<file path="config.mk">
export PLATFORM = sky130hd
export DESIGN_NAME = mdu32_flat
export DESIGN_NICKNAME = d
export VERILOG_FILES = /design/src/rtl/mdu32_if.sv /design/src/rtl/mdu32.sv /design/src/flat_wrapper.sv
export SDC_FILE = /design/constraint.sdc
export NUM_CORES = 1
export LEC_CHECK = 0
export BUFFER_PORTS_ARGS = -buffer_cell sky130_fd_sc_hd__buf_4
export CAP_MARGIN = 10
export CORE_MARGIN = 2
export CORE_UTILIZATION = 38
export DETAILED_ROUTE_END_ITERATION = 8
export PLACE_DENSITY = 0.57
export SKIP_CTS_REPAIR_TIMING = 1
export SLEW_MARGIN = 20
export SYNTH_ARGS = -nofsm -noshare
export SYNTH_HDL_FRONTEND = slang
export SYNTH_SLANG_ARGS = --single-unit
</file>
<file path="constraint.sdc">
create_clock -name clock -period 3.9 [get_ports clock]
set_clock_uncertainty 0.2 [all_clocks]
set_input_delay 0.195 -clock clock [delete_from_list [all_inputs] [get_ports clock]]
set_output_delay 0.195 -clock clock [all_outputs]
set_load 0.01 [all_outputs]
</file>
<file path="src/rtl/mdu32_if.sv">
// Request/response bundle between the execute-stage controller and the multiply/divide unit.
// No latency of its own; pure wiring.
// Controller must stall while Busy is high; Start is ignored by the unit while busy.
interface mdu32_if;
    logic        Start;
    logic [5:0]  Function_opcode;
    logic [31:0] Read_data_1;
    logic [31:0] Read_data_2;
    logic        Busy;
    logic        Done;
    logic        Div_zero;
    logic [31:0] Hi;
    logic [31:0] Lo;

    modport master (
        output Start, Function_opcode, Read_data_1, Read_data_2,
        input  Busy, Done, Div_zero, Hi, Lo
    );

    modport slave (
        input  Start, Function_opcode, Read_data_1, Read_data_2,
        output Busy, Done, Div_zero, Hi, Lo
    );
endinterface

</file>
<file path="src/rtl/mdu32.sv">
// Iterative 32-bit multiply/divide unit owning the architectural Hi/Lo registers.
// Latency: 33 cycles from accepted Start to Hi/Lo update; mthi/mtlo take effect at the Start edge.
// Backpressure: Busy high during CALC/FIX; every Start (including mthi/mtlo) is dropped while busy.
module mdu32 (
    input  logic   clock,
    input  logic   reset_n,
    mdu32_if.slave bus
);
    localparam logic [5:0] OP_MULT  = 6'b011000;
    localparam logic [5:0] OP_MULTU = 6'b011001;
    localparam logic [5:0] OP_DIV   = 6'b011010;
    localparam logic [5:0] OP_DIVU  = 6'b011011;
    localparam logic [5:0] OP_MTHI  = 6'b010001;
    localparam logic [5:0] OP_MTLO  = 6'b010011;

    typedef enum logic [1:0] {S_IDLE, S_CALC, S_FIX} state_t;

    state_t      r_state, w_state_nxt;
    logic [4:0]  r_cnt;
    logic [63:0] r_acc;        // mult: {partial product, multiplier}; div: {remainder, quotient}
    logic [31:0] r_opnd;       // magnitude of multiplicand or divisor
    logic [31:0] r_rs_orig;    // untouched rs, returned in Hi on divide-by-zero
    logic        r_is_div, r_signed, r_neg_rs, r_neg_rt, r_dz;
    logic [31:0] r_hi, r_lo;
    logic        r_done, r_div_zero;

    logic        w_idle, w_accept, w_is_div_op, w_signed_op, w_mthi, w_mtlo;
    logic [31:0] w_abs_rs, w_abs_rt;
    logic [32:0] w_mul_sum, w_div_rem, w_div_trial;
    logic [63:0] w_acc_step, w_prod;
    logic [31:0] w_hi_fix, w_lo_fix;

    assign w_idle      = (r_state == S_IDLE);
    assign w_accept    = w_idle && bus.Start &&
                         (bus.Function_opcode == OP_MULT || bus.Function_opcode == OP_MULTU ||
                          bus.Function_opcode == OP_DIV  || bus.Function_opcode == OP_DIVU);
    assign w_mthi      = w_idle && bus.Start && (bus.Function_opcode == OP_MTHI);
    assign w_mtlo      = w_idle && bus.Start && (bus.Function_opcode == OP_MTLO);
    assign w_is_div_op = (bus.Function_opcode == OP_DIV) || (bus.Function_opcode == OP_DIVU);
    assign w_signed_op = (bus.Function_opcode == OP_MULT) || (bus.Function_opcode == OP_DIV);

    // 0x80000000 negates to itself, which is the right magnitude when read as unsigned.
    assign w_abs_rs = (w_signed_op && bus.Read_data_1[31]) ? (~bus.Read_data_1 + 32'd1) : bus.Read_data_1;
    assign w_abs_rt = (w_signed_op && bus.Read_data_2[31]) ? (~bus.Read_data_2 + 32'd1) : bus.Read_data_2;

    // State register.
    always_ff @(posedge clock or negedge reset_n) begin
        if (!reset_n) r_state <= S_IDLE;
        else          r_state <= w_state_nxt;
    end

    // Next state: IDLE -> CALC on accept, 32 iterations, one FIX cycle, back to IDLE.
    always_comb begin
        w_state_nxt = r_state;
        case (r_state)
            S_IDLE:  if (w_accept) w_state_nxt = S_CALC;
            S_CALC:  if (r_cnt == 5'd31) w_state_nxt = S_FIX;
            S_FIX:   w_state_nxt = S_IDLE;
            default: w_state_nxt = S_IDLE;
        endcase
    end

    // One radix-2 step: shift-add multiply or restoring divide.
    // The shifted remainder is below 2*divisor, so a non-negative trial always fits in 32 bits
    // and bit 32 of the 33-bit trial is a reliable sign.
    always_comb begin
        w_mul_sum   = {1'b0, r_acc[63:32]} + {1'b0, r_opnd};
        w_div_rem   = r_acc[63:31];
        w_div_trial = w_div_rem - {1'b0, r_opnd};
        w_acc_step  = r_acc;
        if (!r_is_div) begin
            if (r_acc[0]) w_acc_step = {w_mul_sum, r_acc[31:1]};
            else          w_acc_step = {1'b0, r_acc[63:1]};
        end else begin
            if (!w_div_trial[32]) w_acc_step = {w_div_trial[31:0], r_acc[30:0], 1'b1};
            else                  w_acc_step = {r_acc[62:0], 1'b0};
        end
    end

    // Sign correction and divide-by-zero substitution applied when results retire.
    always_comb begin
        w_prod   = r_acc;
        w_hi_fix = r_acc[63:32];
        w_lo_fix = r_acc[31:0];
        if (!r_is_div) begin
            if (r_signed && (r_neg_rs ^ r_neg_rt)) w_prod = ~r_acc + 64'd1;
            w_hi_fix = w_prod[63:32];
            w_lo_fix = w_prod[31:0];
        end else if (r_dz) begin
            w_hi_fix = r_rs_orig;
            w_lo_fix = 32'hFFFF_FFFF;
        end else begin
            if (r_signed && (r_neg_rs ^ r_neg_rt)) w_lo_fix = ~r_acc[31:0] + 32'd1;
            if (r_signed && r_neg_rs)              w_hi_fix = ~r_acc[63:32] + 32'd1;
        end
    end

    // Operand capture, iteration, result retirement and mthi/mtlo writes.
    always_ff @(posedge clock or negedge reset_n) begin
        if (!reset_n) begin
            r_cnt      <= 5'd0;
            r_acc      <= 64'd0;
            r_opnd     <= 32'd0;
            r_rs_orig  <= 32'd0;
            r_is_div   <= 1'b0;
            r_signed   <= 1'b0;
            r_neg_rs   <= 1'b0;
            r_neg_rt   <= 1'b0;
            r_dz       <= 1'b0;
            r_hi       <= 32'd0;
            r_lo       <= 32'd0;
            r_done     <= 1'b0;
            r_div_zero <= 1'b0;
        end else begin
            r_done <= 1'b0;
            case (r_state)
                S_IDLE: begin
                    if (w_accept) begin
                        r_acc      <= {32'd0, (w_is_div_op ? w_abs_rs : w_abs_rt)};
                        r_opnd     <= w_is_div_op ? w_abs_rt : w_abs_rs;
                        r_rs_orig  <= bus.Read_data_1;
                        r_is_div   <= w_is_div_op;
                        r_signed   <= w_signed_op;
                        r_neg_rs   <= w_signed_op && bus.Read_data_1[31];
                        r_neg_rt   <= w_signed_op && bus.Read_data_2[31];
                        r_dz       <= w_is_div_op && (bus.Read_data_2 == 32'd0);
                        r_cnt      <= 5'd0;
                        r_div_zero <= 1'b0;
                    end else if (w_mthi) begin
                        r_hi <= bus.Read_data_1;
                    end else if (w_mtlo) begin
                        r_lo <= bus.Read_data_1;
                    end
                end
                S_CALC: begin
                    r_acc <= w_acc_step;
                    r_cnt <= r_cnt + 5'd1;
                end
                S_FIX: begin
                    r_hi       <= w_hi_fix;
                    r_lo       <= w_lo_fix;
                    r_done     <= 1'b1;
                    r_div_zero <= r_dz;
                end
                default: ;
            endcase
        end
    end

    assign bus.Busy     = !w_idle;
    assign bus.Done     = r_done;
    assign bus.Div_zero = r_div_zero;
    assign bus.Hi       = r_hi;
    assign bus.Lo       = r_lo;
endmodule

</file>
<file path="src/flat_wrapper.sv">
// flat-port wrapper written by rule: the top's interface ports become plain ports
module mdu32_flat 
  (clock, reset_n, bus_Start, bus_Function_opcode, bus_Read_data_1, bus_Read_data_2, bus_Busy, bus_Done, bus_Div_zero, bus_Hi, bus_Lo);
  mdu32_if bus_i ();
  input  logic clock;
  input  logic reset_n;
  input wire logic [$bits(bus_i.Start)-1:0] bus_Start;
  input wire logic [$bits(bus_i.Function_opcode)-1:0] bus_Function_opcode;
  input wire logic [$bits(bus_i.Read_data_1)-1:0] bus_Read_data_1;
  input wire logic [$bits(bus_i.Read_data_2)-1:0] bus_Read_data_2;
  output wire logic [$bits(bus_i.Busy)-1:0] bus_Busy;
  output wire logic [$bits(bus_i.Done)-1:0] bus_Done;
  output wire logic [$bits(bus_i.Div_zero)-1:0] bus_Div_zero;
  output wire logic [$bits(bus_i.Hi)-1:0] bus_Hi;
  output wire logic [$bits(bus_i.Lo)-1:0] bus_Lo;
  assign bus_i.Start = bus_Start;
  assign bus_i.Function_opcode = bus_Function_opcode;
  assign bus_i.Read_data_1 = bus_Read_data_1;
  assign bus_i.Read_data_2 = bus_Read_data_2;
  assign bus_Busy = bus_i.Busy;
  assign bus_Done = bus_i.Done;
  assign bus_Div_zero = bus_i.Div_zero;
  assign bus_Hi = bus_i.Hi;
  assign bus_Lo = bus_i.Lo;
  mdu32 u_core (.clock(clock), .reset_n(reset_n), .bus(bus_i));
endmodule
</file>
## After elaboration in Yosys (flattened, before gate mapping)

Cells that the tools add are included.

- Bitwise gates (word level): 6
- Equality and inequality tests: 15
- Mux-type cells: 31
- Reductions and logical operators: 25
- $add $sub $neg: 8

Operators with widths:

| cell | number |
|---|---|
| $mux W32 | 15 |
| $mux W64 | 5 |
| $add A32 B1 Y32 const B | 4 |
| $not A32 Y32 | 4 |
| $pmux W32 S2 | 2 |
| $pmux W64 S2 | 1 |
| $add A64 B1 Y64 const B | 1 |
| $not A64 Y64 | 1 |
| $eq A6 B5 Y1 const B | 6 |
| $add A32 B32 Y33 | 1 |
| $sub A33 B32 Y33 | 1 |
| $logic_not A32 Y1 | 1 |
| $ne A2 B2 Y1 const B | 5 |
| $pmux W5 S2 | 1 |
| $logic_and A1 B1 Y1 | 9 |
| $reduce_and A2 Y1 | 4 |
| $add A5 B1 Y5 const B | 1 |
| $eq A5 B5 Y1 const B | 1 |
| $logic_or A1 B1 Y1 | 5 |
| $mux W5 | 1 |
| $mux W2 | 2 |
| $pmux W2 S2 | 1 |
| $reduce_and A4 Y1 | 1 |
| $reduce_bool A2 Y1 | 2 |
| other kinds (9) | 10 |

- Output and inout port bits: 67
- Logic and storage cells: 99
- Flip-flop bits (word level): 206
- Bits of input ports: 73

## Depth between registers and ports, before layout

Gate-level depths: netlist (run 1).

- Word-level depth: 7
- Gate-level depth with buffers: 14
- Mapped depth without buffers: 12

## Least setup slack after synthesis (run 1)

OpenSTA, ideal clock, no wires.

- Path type: reg-to-reg
- From: register u_core.r_acc[31]
- To: register u_core.r_acc[52]
- Path buffers: 1
- Path slack: 0.490 ns
- Stages on the path, launching flop included: 14
- Arrival time: 3.084 ns
- Library setup time: 0.126 ns
- Period minus slack after synthesis: 3.410 ns
- Required time: 3.574 ns
- Cell sequence: dfrtp_1 inv_1 ha_1 fa_1 nand2b_1 a21oi_1 o21ai_2 a211oi_2 o211ai_1 and4_1 buf_2 nor2_8 mux2_1 a221o_1

- Cells in the longest elaborated chain, start to end: 4

RTL lines:

| what | line | RTL |
|---|---|---|
| start, declared | mdu32.sv:20 | `logic [63:0] r_acc;` |
| start signal, assigned | mdu32.sv:119 | `r_acc <= {32'd0, (w_is_div_op ? w_abs_rs : w_abs_rt)};` |
| start signal, assigned | mdu32.sv:136 | `r_acc <= w_acc_step;` |
| $sub A33 B32 Y33 | mdu32.sv:69 | `w_div_trial = w_div_rem - {1'b0, r_opnd};` |
| $mux W64 | mdu32.sv:75 | `if (!w_div_trial[32]) w_acc_step = {w_div_trial[31:0], r_acc[30:0], 1'b1};` |
| $mux W64 | mdu32.sv:71 | `if (!r_is_div) begin` |
| $pmux W64 S2 | mdu32.sv:116 | `case (r_state)` |

Every way passes these cells.
A chain may end at the register's enable or synchronous reset.

## Worst setup path in the final report (run 1)

- From: register u_core.r_acc[31]
- To: register u_core.r_acc[35]

Same word-level chain as after synthesis.

==> impl_metrics.sql, run 1 <==
INSERT INTO impl_metrics (metric_group, metric, value, unit) VALUES
('synthesis', 'synth-warning-count', '0', ''),
('global_routing', 'first_pass_grt_wire_length', '106000', 'um'),
('flow_run', 'max_cap_violations', '0', ''),
('floorplan', 'floorplan.die_area', '48000', 'um^2'),
('synthesis', 'post_synthesis_sequential_element_count', '206', ''),
('layout', 'layout_cell_share_with_drive_strength_beyond_1', '0.137', ''),
('cts', 'cts_tree', 'done', ''),
('timing', 'slew-limit-headroom', '0.342', ''),
('setup_path', 'r2r_start', 'u_core.r_acc[31]', ''),
('setup_path', 'r2r_cells', '13', ''),
('global_routing', 'grt_start_max_net_pins', '86', ''),
('power_and_ir_drop', 'max-vdd-ir-drop', '433', 'uV'),
('synthesis', 'synth_top_cell_by_area', 'dfrtp_1', ''),
('power_and_ir_drop', 'power_density', '763', 'nW/um^2'),
('setup_path', 'critPathLaunchType', 'flip-flop', ''),
('place', 'hpwl', '53900', 'um'),
('synthesis', 'synth.top_cell.area_share', '0.293', ''),
('layout', 'antenna_cells_inserted', '0', ''),
('synthesis', 'synth_enable_flop_cells', '0', ''),
('drt', 'detailedRoute.firstPassIterationCount', '7', ''),
('timing', 'rsz0062_at_grt', 'no', ''),
('cts', 'cts_root_buf', 'clkbuf_16', ''),
('setup_path', 'timing.critical_path.arrival', '3.98', 'ns'),
('global_routing', 'global_route.usage.total', '0.292', ''),
('place', 'finalWeightedCongestion', '0.946', ''),
('synthesis', 'synthesis.instances', '2245', ''),
('floorplan', 'start_util', '0.386', ''),
('setup_path', 'critical_path.cell_chain', 'inv_1 > ha_1 > fa_1 > nand2b_1 > a21oi_2 > o21ai_2 > a211oi_2 > o211ai_1 > nand4_1 > nand2_1 > buf_4 > o311ai_0 > a32o_1', ''),
('cts', 'h-tree-depth', '1', ''),
('drt', 'routed_wire_length_per_instance', '23.6', 'um'),
('cts', 'tritoncts_num_sinks', '206', ''),
('floorplan', 'die_h', '219', 'um'),
('synthesis', 'synth.most_common_cell', 'nand2_1', ''),
('cts', 'clk-insertion-delay-late', '0.59', 'ns'),
('run_status', 'status', 'complete, but fails checks', ''),
('floorplan', 'core_area', '45600', 'um^2'),
('synthesis', 'synth_cell_types', '94', ''),
('setup_path', 'crit_path_end_kind', 'flip-flop', ''),
('setup_path', 'critical_path.reg2reg.endpoint', 'u_core.r_acc[35]', ''),
('timing', 'finalHoldWorstSlack', '-0.0617', 'ns'),
('layout', 'nNetsFinal', '2526', ''),
('setup_path', 'worstPathMaxFanout', '10', ''),
('run_status', 'failed_checks', 'negative hold slack', ''),
('timing', 'timing_hold_violations_final', '9', ''),
('setup_path', 'worstPathRequired', '4.22', 'ns'),
('synthesis', 'yosysSeqAreaShare', '0.293', ''),
('synthesis', 'synthesis.nets', '2390', ''),
('synthesis', 'synthTopCellsByArea', 'dfrtp_1 (29%), nand2_1 (6.8%), a21oi_1 (5.2%), ha_1 (5.0%), o21ai_0 (4.9%)', ''),
('setup_path', 'critPathCapture', 'u_core.r_acc[35]', ''),
('drt', 'drc_viols', '0', ''),
('timing', 'timing.final.crit_share', '0.939', ''),
('synthesis', 'yosys_most_used_dff', 'dfrtp_1', ''),
('drt', 'ant_nets', '0', ''),
('timing', 'finalCriticalPeriod', '3.66', 'ns'),
('cts', 'cts-buffers-inserted', '26', ''),
('setup_path', 'regToRegSetupSlack', '0.24', 'ns'),
('setup_path', 'cpPeakStageDelay', '0.43', 'ns'),
('floorplan', 'floorplan.die.width', '219', 'um'),
('drt', 'postRouteWirelength', '70800', 'um'),
('global_routing', 'grt_remaining_overflow', '0', ''),
('layout', 'stdcell_count', '3000', ''),
('floorplan', 'num_io_pins', '140', ''),
('setup_path', 'criticalPathCategory', 'reg2reg', ''),
('setup_path', 'timing.critical_path.from', 'u_core.r_acc[31]', ''),
('global_routing', 'antenna_found_initial', '2', ''),
('place', 'numPortBuffers', '139', ''),
('drt', 'avgViaCountPerCell', '5.94', ''),
('timing', 'worst_slew_pin_slew', '0.987', 'ns'),
('hold_path', 'min-delay-path-class', 'in2reg', ''),
('synthesis', 'postSynthAreaPerCell', '7.84', 'um^2'),
('drt', 'drt_iter0_drc', '1477', '');
[report_power, final]
group / switching (W) / internal (W)
logic: 0.00564 / 0.00387
clock network: 0.00109 / 0.00170
registers: 0.000851 / 0.00279
total: 0.00758 / 0.00836
[critical path: cells and delay by family, from the launching register on]
family          cells  cell delay, ns
buf+inv             2            0.34
flops               1            0.43
simple gates        3            0.58
compound gates      6            1.42
fa+ha+maj           2            0.62
[how the worst min path moves through the flow]
stage                                   start             endpoint  slack, ns  depth (start not counted)
after detailed placement              reset_n     u_core.r_acc[53]       0.06                          1
after floorplan                       reset_n  u_core.bus.Div_zero      -0.30                          0
after CTS                             reset_n     u_core.r_acc[53]      -0.54                          1
after global routing      bus_Read_data_2[11]    u_core.r_opnd[11]      0.002                          5
after global placement                reset_n     u_core.r_acc[53]       0.05                          1
final                     bus_Read_data_2[13]    u_core.r_opnd[13]      -0.06                          5
[state kept, by name (all words and copies together) (netlist names), 2 cells and up]
name	flops
u_core.bus.Hi	32
u_core.bus.Lo	32
u_core.r_acc	64
u_core.r_cnt	5
u_core.r_opnd	32
u_core.r_rs_orig	32
u_core.r_state	2
[kinds of logic (layout without fill, tap and decap cells)]
kind of cell             count (synthesis)  in the layout  synth area share
buffers and inverters                  241            396            0.0550
AO/OA/AOI/OAI                          730            730             0.263
flip-flops                             206            206             0.293
AND/OR/NAND/NOR                        720            720             0.194
multiplexers                            85             85            0.0489
adder cells (fa/ha/maj)                 72             72            0.0520
XOR/XNOR                               191            191            0.0951
[per-layer routing]
metal,GRT usage,routed length (um),vias up
li1,-,-,8374
met1,0.388,30400,8649
met2,0.461,31900,647
met3,0.0492,4640,162
met4,0.136,3830,0
met5,0,0,-
[cell type report]
| cell class | instances | area share |
|---|---|---|
| clock buffer | 31 | 0.0339 |
| multi-input combinational | 1798 | 0.550 |
| inverter | 70 | 0.0126 |
| tap | 600 | 0.0359 |
| clock inverter | 16 | 0.0127 |
| timing repair buffer | 279 | 0.108 |
| sequential | 206 | 0.247 |
[per-stage QoR]
stage | cell area [um^2] | total power, W | setup slack, ns | utilization
6_report | 20900 | 0.0159 | 0.239 | 0.459
3_3_place_gp | 19400 | 0.0129 | 0.268 | 0.426
4_1_cts | 20400 | 0.0158 | 0.169 | 0.447
2_1_floorplan | 17600 | 0.00994 | 0.490 | -
3_5_place_dp | 19400 | 0.0129 | 0.203 | 0.426
5_1_grt | 20900 | 0.0171 | 0.0235 | 0.459
[layout by cell type (no fill, tap or decap), types with 35 or more instances in the layout]
master / netlist / layout
nand2_1: 317 / 317
buf_4: 2 / 225
dfrtp_1: 206 / 204
a21oi_1: 183 / 181
o21ai_0: 171 / 171
nor2_1: 165 / 164
xnor2_1: 97 / 97
xor2_1: 94 / 94
mux2i_1: 77 / 77
a211oi_1: 72 / 72
ha_1: 70 / 70
inv_1: 69 / 69
o211ai_1: 58 / 58
nor3_1: 53 / 53
dlygate4sd3_1: 0 / 51
o22ai_1: 38 / 38
a21o_1: 35 / 35
Power figures use the tool's default switching activity.
==> run 2: changes to the inputs <==
CTS_BUF_LIST = sky130_fd_sc_hd__clkbuf_16   (was default)
==> run 2 against run 1 <==
Against the previous run: the flow still finishes with violations (negative hold slack); first-iteration DRC count rose by 4.5%; sequential cell count did not move; via count barely moved.
==> impl_metrics.sql, run 2 (synthesis results as in run 1) <==
INSERT INTO impl_metrics (metric_group, metric, value, unit) VALUES
('run_status', 'status', 'complete, but fails checks', ''),
('run_status', 'failed_checks', 'negative hold slack', ''),
('setup_path', 'cp_num_buf_inv', '2', ''),
('power_and_ir_drop', 'power_density', '761', 'nW/um^2'),
('drt', 'avgViaCountPerCell', '5.94', ''),
('place', 'numPortBuffers', '139', ''),
('timing', 'fin_tns_setup', '0', 'ns'),
('cts', 'cts_tree', 'done', ''),
('place', 'finalWeightedCongestion', '0.946', ''),
('floorplan', 'start_util', '0.386', ''),
('floorplan', 'num_io_pins', '140', ''),
('floorplan', 'floorplan.die.width', '219', 'um'),
('drt', 'drc_viols', '0', ''),
('setup_path', 'crit_path_end_kind', 'flip-flop', ''),
('hold_path', 'min-delay-path-class', 'in2reg', ''),
('timing', 'finalCriticalPeriod', '3.65', 'ns'),
('global_routing', 'first_global_vias', '17050', ''),
('timing', 'slew-limit-headroom', '0.335', ''),
('setup_path', 'timing.critical_path.arrival', '3.98', 'ns'),
('global_routing', 'grt_start_max_net_pins', '86', ''),
('setup_path', 'timing.critical_path.from', 'u_core.r_acc[31]', ''),
('layout', 'mostFrequentLayoutCells', 'nand2_1 (317), buf_4 (225), dfrtp_1 (204)', ''),
('drt', 'detailedRoute.firstPassIterationCount', '5', ''),
('timing', 'finalHoldWorstSlack', '-0.0718', 'ns'),
('drt', 'ant_nets', '0', ''),
('global_routing', 'global_route.usage.total', '0.292', ''),
('layout', 'antenna_cells_inserted', '0', ''),
('floorplan', 'floorplan.die_area', '48000', 'um^2'),
('setup_path', 'critical_path.cell_chain', 'inv_1 > ha_1 > fa_1 > nand2b_1 > a21oi_2 > o21ai_2 > a211oi_2 > o211ai_1 > nand4_1 > nand2_1 > buf_4 > o311ai_0 > a32o_1', ''),
('cts', 'clk_transition_reported_paths', '0.06', 'ns'),
('global_routing', 'antenna_found_initial', '2', ''),
('setup_path', 'cpPeakStageDelay', '0.42', 'ns'),
('place', 'dp_cells', '2902', ''),
('cts', 'h-tree-depth', '1', ''),
('setup_path', 'worstPathRequired', '4.22', 'ns'),
('flow_run', 'max_cap_violations', '0', ''),
('setup_path', 'worstPathMaxFanout', '10', ''),
('cts', 'cts_root_buf', 'clkbuf_16', ''),
('setup_path', 'timing.critical_path.max_delay_family', 'compound AO/OA/AOI/OAI gates', ''),
('floorplan', 'die_h', '219', 'um'),
('layout', 'mostFrequentLayoutCell', 'nand2_1', ''),
('power_and_ir_drop', 'max-vdd-ir-drop', '433', 'uV'),
('drt', 'drt_iter0_drc', '1543', ''),
('cts', 'clk-insertion-delay-late', '0.59', 'ns'),
('setup_path', 'criticalPathCategory', 'reg2reg', ''),
('timing', 'timing.fmax', '274', 'MHz'),
('timing', 'final-max-slew-violation-count', '0', ''),
('timing', 'timing.final.crit_share', '0.937', ''),
('floorplan', 'num_rows', '78', ''),
('floorplan', 'core_area', '45600', 'um^2'),
('layout', 'stdcell_count', '3000', ''),
('timing', 'timing_hold_violations_final', '10', ''),
('cts', 'maximum_clock_insertion_buffer_count', '3', ''),
('layout', 'registers.top_by_ff_count', 'u_core.r_acc', ''),
('power_and_ir_drop', 'leakage', '9.06', 'nW'),
('layout', 'nNetsFinal', '2526', ''),
('global_routing', 'grt_remaining_overflow', '0', ''),
('layout', 'largest_register_ff_count', '64', ''),
('drt', 'postRouteWirelength', '70800', 'um'),
('timing', 'setup_viol_count_final', '0', ''),
('setup_path', 'cp_slowest_cell', 'dfrtp_1', ''),
('layout', 'layout_cell_share_with_drive_strength_beyond_1', '0.135', ''),
('place', 'hpwl', '53900', 'um'),
('drt', 'routed_wire_length_per_instance', '23.6', 'um'),
('setup_path', 'r2r_start', 'u_core.r_acc[31]', ''),
('global_routing', 'first_pass_grt_wire_length', '106000', 'um'),
('drt', 'routed-via-count', '17828', ''),
('timing', 'rsz0062_at_grt', 'no', ''),
('timing', 'worst_slew_pin_slew', '0.998', 'ns'),
('setup_path', 'critPathLaunchType', 'flip-flop', ''),
('cts', 'tritoncts_num_sinks', '206', ''),
('hold_path', 'hold_path.startpoint', 'bus_Read_data_2[13]', ''),
('cts', 'cts-buffers-inserted', '26', ''),
('layout', 'area_growth_syn_to_layout', '18.6', '%');
-- run 2: cell type report --
type                    count  area, um^2
multi-input cells        1798       11500
flip-flops and latches    206        5160
fillers                  4581       24700
clock buffers              26         651
well taps                 600         751
inverters                  70         263
clock inverters            21         285
repair buffers            279        2250
-- run 2: worst paths after layout --
path | end | slack (ns) | depth (start not counted)
setup / recovery | u_core.r_acc[35] | 0.25 | 13
hold / removal | u_core.r_opnd[13] | -0.07 | 5
setup reg to reg | u_core.r_acc[35] | 0.25 | 13
hold reg to reg | u_core.r_rs_orig[31] | 0.28 | 2
max in group asynchronous | u_core.r_acc[41] | 2.29 | 3
min in group asynchronous | u_core.r_opnd[25] | 0.03 | 2
-- run 2: through the flow --
| stage | power (W) | worst slack [ns] | area (um^2) | utilization |
|---|---|---|---|---|
| floorplan | 0.00994 | 0.490 | 17600 | - |
| global placement | 0.0129 | 0.268 | 19400 | 0.426 |
| detailed placement | 0.0129 | 0.203 | 19400 | 0.426 |
| CTS | 0.0157 | 0.169 | 20400 | 0.447 |
| global route | 0.0170 | 0.0238 | 20900 | 0.458 |
| finish | 0.0159 | 0.248 | 20900 | 0.458 |
-- run 2: routing by layer --
| layer | GRT usage | routed length (um) | part of all wire |
|---|---|---|---|
| met5 | 0 | 0 | 0 |
| met2 | 0.461 | 31900 | 0.45 |
| met1 | 0.388 | 30100 | 0.43 |
| met4 | 0.137 | 3770 | 0.053 |
| met3 | 0.0496 | 5000 | 0.071 |
-- run 2: tightest hold or removal path, stage by stage --
cell and delay [ns]:
buf_4 0.09, xor2_1 0.08, nand2_1 0.07, o211ai_1 0.13, o21ai_0 0.10
-- run 2: power by group --
| part | total (W) | internal, W | switching, W |
|---|---|---|---|
| Clock | 0.00271 | 0.00162 | 0.00109 |
| Sequential | 0.00364 | 0.00279 | 0.000850 |
| Combinational | 0.00952 | 0.00387 | 0.00565 |
